`config.mk`:
```
export PLATFORM = sky130hd
export DESIGN_NAME = vga_frame_scaler
export DESIGN_NICKNAME = d
export VERILOG_FILES = /design/src/rtl/vga_cam_pkg.sv /design/src/rtl/vga_row_tracker.sv /design/src/rtl/vga_frame_scaler.sv
export SDC_FILE = /design/constraint.sdc
export NUM_CORES = 1
export LEC_CHECK = 0
export CAP_MARGIN = 20
export CORE_ASPECT_RATIO = 0.75
export CORE_UTILIZATION = 25
export CTS_BUF_LIST = sky130_fd_sc_hd__clkbuf_4 sky130_fd_sc_hd__clkbuf_8
export CTS_CLUSTER_SIZE = 12
export DETAILED_ROUTE_END_ITERATION = 10
export DONT_BUFFER_PORTS = 1
export PLACE_DENSITY = 0.43
export SLEW_MARGIN = 40
export SYNTH_ARGS = -nofsm -noshare
export SYNTH_HDL_FRONTEND = slang
export SYNTH_SLANG_ARGS = --single-unit
export TNS_END_PERCENT = 20
```
`constraint.sdc`:
```
create_clock -name clk -period 1.85 [get_ports clk]
set_clock_uncertainty 0.05 [all_clocks]
set_input_delay 0.0925 -clock clk [delete_from_list [all_inputs] [get_ports clk]]
set_output_delay 0.0925 -clock clk [all_outputs]
set_load 0.05 [all_outputs]
```
`src/rtl/vga_cam_pkg.sv`:
```
// Shared constants, pixel type and helpers for the VGA camera read path.
// Used by vga_frame_scaler and vga_row_tracker.
package vga_cam_pkg;

    localparam int unsigned SCREEN_W = 640;
    localparam int unsigned SCREEN_H = 480;

    typedef logic [11:0] rgb444_t;

    // Colour bars: index bits 2,1,0 switch the R,G,B nibbles fully on.
    localparam rgb444_t [7:0] BAR_LUT = {
        12'hFFF, 12'hFF0, 12'hF0F, 12'hF00,
        12'h0FF, 12'h0F0, 12'h00F, 12'h000
    };

    function automatic int unsigned blank_addr(input int unsigned w, input int unsigned h);
        return w * h;
    endfunction

    function automatic rgb444_t bar_colour(input logic [2:0] idx);
        return BAR_LUT[idx];
    endfunction

    // Last on-screen coordinate of a span that may run past the screen edge.
    function automatic int unsigned clip_last(input int unsigned first,
                                              input int unsigned span,
                                              input int unsigned limit);
        return (first + span > limit) ? limit - 1 : first + span - 1;
    endfunction

endpackage

```
`src/rtl/vga_row_tracker.sv`:
```
// Incremental frame-buffer row base: detects VGA line changes and steps
// row_base by IMG_W every 2^SCALE_LOG2 in-window lines, without a multiplier.
module vga_row_tracker
    import vga_cam_pkg::*;
#(
    parameter int          IMG_W      = 160,
    parameter int          AW         = 15,
    parameter int          SCALE_LOG2 = 2,
    parameter int unsigned Y0         = 0,
    parameter int unsigned Y_SPAN     = 480
)(
    input  logic          clk,
    input  logic          rst,
    input  logic [9:0]    pos_y,
    output logic [AW-1:0] row_base
);

    localparam logic [2:0] SUB_LAST = 3'((1 << SCALE_LOG2) - 1);

    logic [9:0]  py;
    logic        seen;
    logic        synced;
    logic [2:0]  sub_row;
    logic        line_chg;
    logic        at_top;
    logic        in_rows;
    logic [11:0] dy;

    always_comb begin
        // The first sample after reset always counts as a new line.
        line_chg = !seen || (pos_y != py);
        dy       = {2'b00, pos_y} - 12'(Y0);
        at_top   = (dy == 12'd0);
        in_rows  = !dy[11] && (dy[10:0] <= 11'(Y_SPAN - 1));
    end

    // NOTE: state registers use non-blocking assignments so every flop sees
    // pre-edge values regardless of statement order.
    always_ff @(posedge clk) begin
        if (rst) begin
            py       <= '0;
            seen     <= 1'b0;
            synced   <= 1'b0;
            sub_row  <= '0;
            row_base <= '0;
        end else begin
            py   <= pos_y;
            seen <= 1'b1;
            if (line_chg) begin
                if (at_top) begin
                    row_base <= '0;
                    sub_row  <= '0;
                    synced   <= 1'b1;
                end else if (synced && in_rows) begin
                    if (sub_row == SUB_LAST) begin
                        sub_row  <= '0;
                        row_base <= row_base + AW'(IMG_W);
                    end else begin
                        sub_row <= sub_row + 3'd1;
                    end
                end
            end
        end
    end

endmodule

```
`src/rtl/vga_frame_scaler.sv`:
```
// Frame-buffer read address generator and pixel aligner for a 640x480 VGA driver.
// Optional colour-bar test pattern is enabled by defining VGA_FRAME_SCALER_TESTPAT_EN.
module vga_frame_scaler
    import vga_cam_pkg::*;
#(
    parameter int             IMG_W      = 160,
    parameter int             IMG_H      = 120,
    parameter int             AW         = 15,
    parameter int             DW         = 12,
    parameter int             SCALE_LOG2 = 2,
    parameter int unsigned    X0         = 0,
    parameter int unsigned    Y0         = 0,
    parameter logic [DW-1:0]  BORDER     = '0
)(
    input  logic          clk,
    input  logic          rst,
    input  logic [9:0]    vga_posX,
    input  logic [9:0]    vga_posY,
    input  logic [DW-1:0] mem_data,
`ifdef VGA_FRAME_SCALER_TESTPAT_EN
    input  logic          test_en,
`endif
    output logic [AW-1:0] mem_addr,
    output logic [DW-1:0] pixel_out,
    output logic          pixel_in_win
);

    localparam int unsigned   WIN_W      = IMG_W << SCALE_LOG2;
    localparam int unsigned   WIN_H      = IMG_H << SCALE_LOG2;
    localparam int unsigned   X_SPAN     = clip_last(X0, WIN_W, SCREEN_W) - X0 + 1;
    localparam int unsigned   Y_SPAN     = clip_last(Y0, WIN_H, SCREEN_H) - Y0 + 1;
    localparam logic [AW-1:0] BLANK_ADDR = AW'(blank_addr(IMG_W, IMG_H));

    logic [11:0]   dx0;
    logic [11:0]   dy0;
    logic          in_win;
    logic [9:0]    px0;
    logic          win0;
    logic [AW-1:0] row_base;
    logic [10:0]   dx1;
    logic [10:0]   col_idx;
    logic          win1;
    logic          win2;

    // Window test via borrow of the offset subtraction; both bounds inclusive.
    always_comb begin
        dx0    = {2'b00, vga_posX} - 12'(X0);
        dy0    = {2'b00, vga_posY} - 12'(Y0);
        in_win = !dx0[11] && (dx0[10:0] <= 11'(X_SPAN - 1)) &&
                 !dy0[11] && (dy0[10:0] <= 11'(Y_SPAN - 1));
    end

    vga_row_tracker #(
        .IMG_W      (IMG_W),
        .AW         (AW),
        .SCALE_LOG2 (SCALE_LOG2),
        .Y0         (Y0),
        .Y_SPAN     (Y_SPAN)
    ) u_row_tracker (
        .clk      (clk),
        .rst      (rst),
        .pos_y    (vga_posY),
        .row_base (row_base)
    );

    always_ff @(posedge clk) begin
        if (rst) begin
            px0  <= '0;
            win0 <= 1'b0;
        end else begin
            px0  <= vga_posX;
            win0 <= in_win;
        end
    end

    always_comb begin
        dx1     = 11'(px0) - 11'(X0);
        col_idx = dx1 >> SCALE_LOG2;
    end

    always_ff @(posedge clk) begin
        if (rst) begin
            mem_addr <= BLANK_ADDR;
            win1     <= 1'b0;
            win2     <= 1'b0;
        end else begin
            mem_addr <= win0 ? (row_base + AW'(col_idx)) : BLANK_ADDR;
            win1     <= win0;
            win2     <= win1;
        end
    end

`ifdef VGA_FRAME_SCALER_TESTPAT_EN
    logic [2:0] bar1;
    logic [2:0] bar2;

    always_ff @(posedge clk) begin
        if (rst) begin
            bar1 <= '0;
            bar2 <= '0;
        end else begin
            bar1 <= col_idx[6:4];
            bar2 <= bar1;
        end
    end
`endif

    // mem_data is already the RAM's output register, so stage 2 only needs
    // win2 registered beside it; the final mux stays combinational.
    // NOTE: pixel_out gets its default first so no path through this block
    // can leave it unassigned and infer a latch.
    always_comb begin
        pixel_out = BORDER;
        if (win2) begin
            pixel_out = mem_data;
`ifdef VGA_FRAME_SCALER_TESTPAT_EN
            if (test_en) begin
                pixel_out = DW'(bar_colour(bar2));
            end
`endif
        end
    end

    assign pixel_in_win = win2;

endmodule

```
==> metrics.md <==
| Metric | Value |
|---|---|
| Status | finished, final reports clean |
| DP Worst Slack | roughly 110 ps |
| Maximum number of pins on one net before global-route repair | 32 |
| CP max FO | 6 |
| Slew margin rel. | 67.3% |
| FF/Latch Area | just over 1000 µm² |
| GR Util All Layers | between 10% and 20% |
| Yosys reg bits | 51 |
| Cell area after layout | 2720 µm² |
| Layout area overhead | 31.1% |
| Synth unique cells | 33 |
| Number of global-route vias before repair | roughly 1600 |
| Unrepaired setup endpoints after global routing | true |
| Fin util | 34.2% |
| Leak | about 1.1 nW |
| Power Density | between 700 and 800 nW/µm² |
| Setup Crit Path Kind | flop to flop |
| Post-Syn Instances | 220 |
| Max-cap violation count | 0 |
| DIE HEIGHT | around 80 µm |
| HP Class | input pin to flop |
| Achievable frequency | ~0.55 GHz |
| Core region area | between 7000 and 8000 µm² |
| ANT nets after route | 0 |
| Share of layout cells above drive strength 1 | 10.7% |
| Setup_tns | 0 ps |
| Final Cycle Share | 97.6% |
| WL per Instance | between 10 and 15 µm |
| Net count after synthesis | between 200 and 300 |
| Fraction of synthesized area in multiplexers | 1.45% |
| Global route total overflow | 0 |
| Post-synthesis xor/xnor area fraction | under 10% |
| CTS tree | built |
| Simple-gate portion of the synthesized area | a little over a quarter |
| Commonest non-fill, non-tap cell in the layout | dfxtp_1 |
| Fin crit period | between 1500 and 2000 ps |
| Cts bufs inserted | 5 |
| Multi-input gate area | just over 1000 µm² |
| FILL cells | 814 |
| Max Root-Sink Buffers | 2 |
| PnR worst setup slack | about 45 ps |
| Dpl cell area | between 2000 and 2500 µm² |
| TritonRoute pass-1 iters | 4 |
| Worst-margin pin slew | roughly 490 ps |
| CTS Root Cell | clkbuf_8 |
| Clock Pin Slew Worst Setup and Hold Paths | about 90 ps |
| Register area share after synthesis | between 40% and 50% |
| Largest family of logic cells by synthesized area | simple AND/OR/NAND/NOR gates |
| Rows | 28 |
| First-pass GRT wire length | ~8000 µm |
| Post-Layout Cell Count | ~370 |
| Post-Syn Area per Cell | ~9.4 µm² |
| Compound-cell area share of the yosys netlist | around 9.7% |
| IO buf count | 0 |
| Data required time of the worst path | 2000 ps |
| Synth Area in Adders | 3.02% |
| Initial antenna violation count | 0 |
| VDD IR-drop max | between 0.3 and 0.4 mV |
| Max Slew Vio Count | 0 |
| Crit end category | flop |
| Type of origin of the critical path | flop |
| CTS H-tree depth | 2 |
| RD Place Congestion | about 0.75 |
| Worst-Skew Late Latency | around 310 ps |
| Final WL | approximately 4800 µm |
| # diodes | 0 |
| Clock sink count | 51 |
| Drt initial violations | 85 |
| Post-DP HPWL | between 3000 and 4000 µm |
| Final-report hold violation count | 0 |
| Dpl cells | 323 |
| Yosys warning count | 0 |
| # IOs | 62 |
| Nets | 299 |
| DRC Markers | 0 |
| Endpoints failing setup | 0 |
| Vias | roughly 1600 |
| Worst Path Arrival | about 2000 ps |
| Die Wd | between 100 and 150 µm |
| Die area | a little under 9000 µm² |
| Initial Utilization | around a quarter |
| Vias per inst | ~4.5 |
| Post-synth design cell area | about 2100 µm² |
| Most frequent cells in the layout | 49 x dfxtp_1, 32 x dlygate4sd3_1, 22 x nor2b_1, 19 x nand2_1, 18 x and2_1 |
cell families after synthesis:
| logic type | Yosys count |
|---|---|
| and+or+nand+nor | 104 |
| DFF | 51 |
| AOI/OAI and AO/OA | 28 |
| xor gates and xnor gates | 17 |
| buffers and inverters | 12 |
| adders and majority gates | 5 |
| muxes | 3 |
power by group:
part	internal [mW]	total (mW)	switching, mW
registers	1.13	1.16	0.0291
clock network	0.403	0.793	0.390
logic	0.0901	0.154	0.0643
total	1.62	2.10	0.483
critical path, stage by stage (launching register included):
cell and delay [ps]:
dfxtp_1 310, xnor2_1 140, nand4_1 130, or4_4 610, and3_4 240, a32o_1 220
layer usage:
layer  global-route usage (%)  routed length, µm  vias up
met2                     19.0               2140       36
li1                         -                  -      828
met1                     14.8               2360      760
met3                     3.37                204        8
met4                     4.52                 66        0
met5                        0                  0        -
cell usage after synthesis:
library cell,number,area share [%]
dfxtp_1,51,49
nor2b_1,22,6.6
nand2_1,21,3.8
and2_1,18,5.4
nor2_1,15,2.7
xnor2_1,15,6.3
o21ai_0,10,2.4
a32o_1,8,3.9
clkbuf_1,8,1.4
nand3_1,7,1.7
nor3_1,7,1.7
ha_1,5,3.0
a21oi_1,4,0.97
mux2i_1,3,1.4
nand4_1,3,0.90
nor4_1,3,0.90
and3_1,2,0.60
nor3b_1,2,0.72
xor2_1,2,0.84
a21o_1,1,0.36
a22o_1,1,0.42
a41oi_1,1,0.42
and3_4,1,0.54
and4_1,1,0.42
buf_2,1,0.24
buf_6,1,0.54
clkinv_1,1,0.18
inv_1,1,0.18
o211a_1,1,0.48
o211ai_1,1,0.36
o21a_1,1,0.36
or2_0,1,0.30
or4_4,1,0.54
stage by stage:
| stage | power (mW) | hold WS, ps |
|---|---|---|
| 2_1_floorplan | 1.26 | 171 |
| 3_3_place_gp | 1.26 | 116 |
| 3_5_place_dp | 1.26 | 118 |
| 4_1_cts | 2.13 | 0.994 |
| 5_1_grt | 2.20 | 38.1 |
| 6_report | 2.10 | 33.1 |
sequential cells by signal (all words and copies together) (netlist names):
name	count
mem_addr	15
u_row_tracker.py	10
u_row_tracker.row_base	10
px0	8
u_row_tracker.sub_row	3
pixel_in_win	1
u_row_tracker.seen	1
u_row_tracker.synced	1
win0	1
win1	1
path summary, 6_finish.rpt:
path	from	to	slack [ps]	cells past startpoint
setup / recovery	u_row_tracker.py[8]	u_row_tracker.row_base[14]	50	5
hold / removal	rst	u_row_tracker.seen	30	2
setup reg to reg	u_row_tracker.py[8]	u_row_tracker.row_base[14]	50	5
hold reg to reg	px0[4]	mem_addr[2]	380	1
area by class of cell:
type	count	area share [%]
Multi-Input combinational cell	158	38.1
Sequential cell	51	37.6
Timing Repair Buffer	42	15.0
Tap cell	105	4.83
Clock buffer	5	2.53
Clock inverter	3	1.61
Inverter	2	0.276
what timing repair did:
action	CTS	global route
endpoints found under the hold margin	31	1
buffers inserted	0	0
resized for setup	0	9
endpoints found under the setup margin	0	11
hold buffers	32	1
Note: power is estimated with default switching activity, not from simulation.
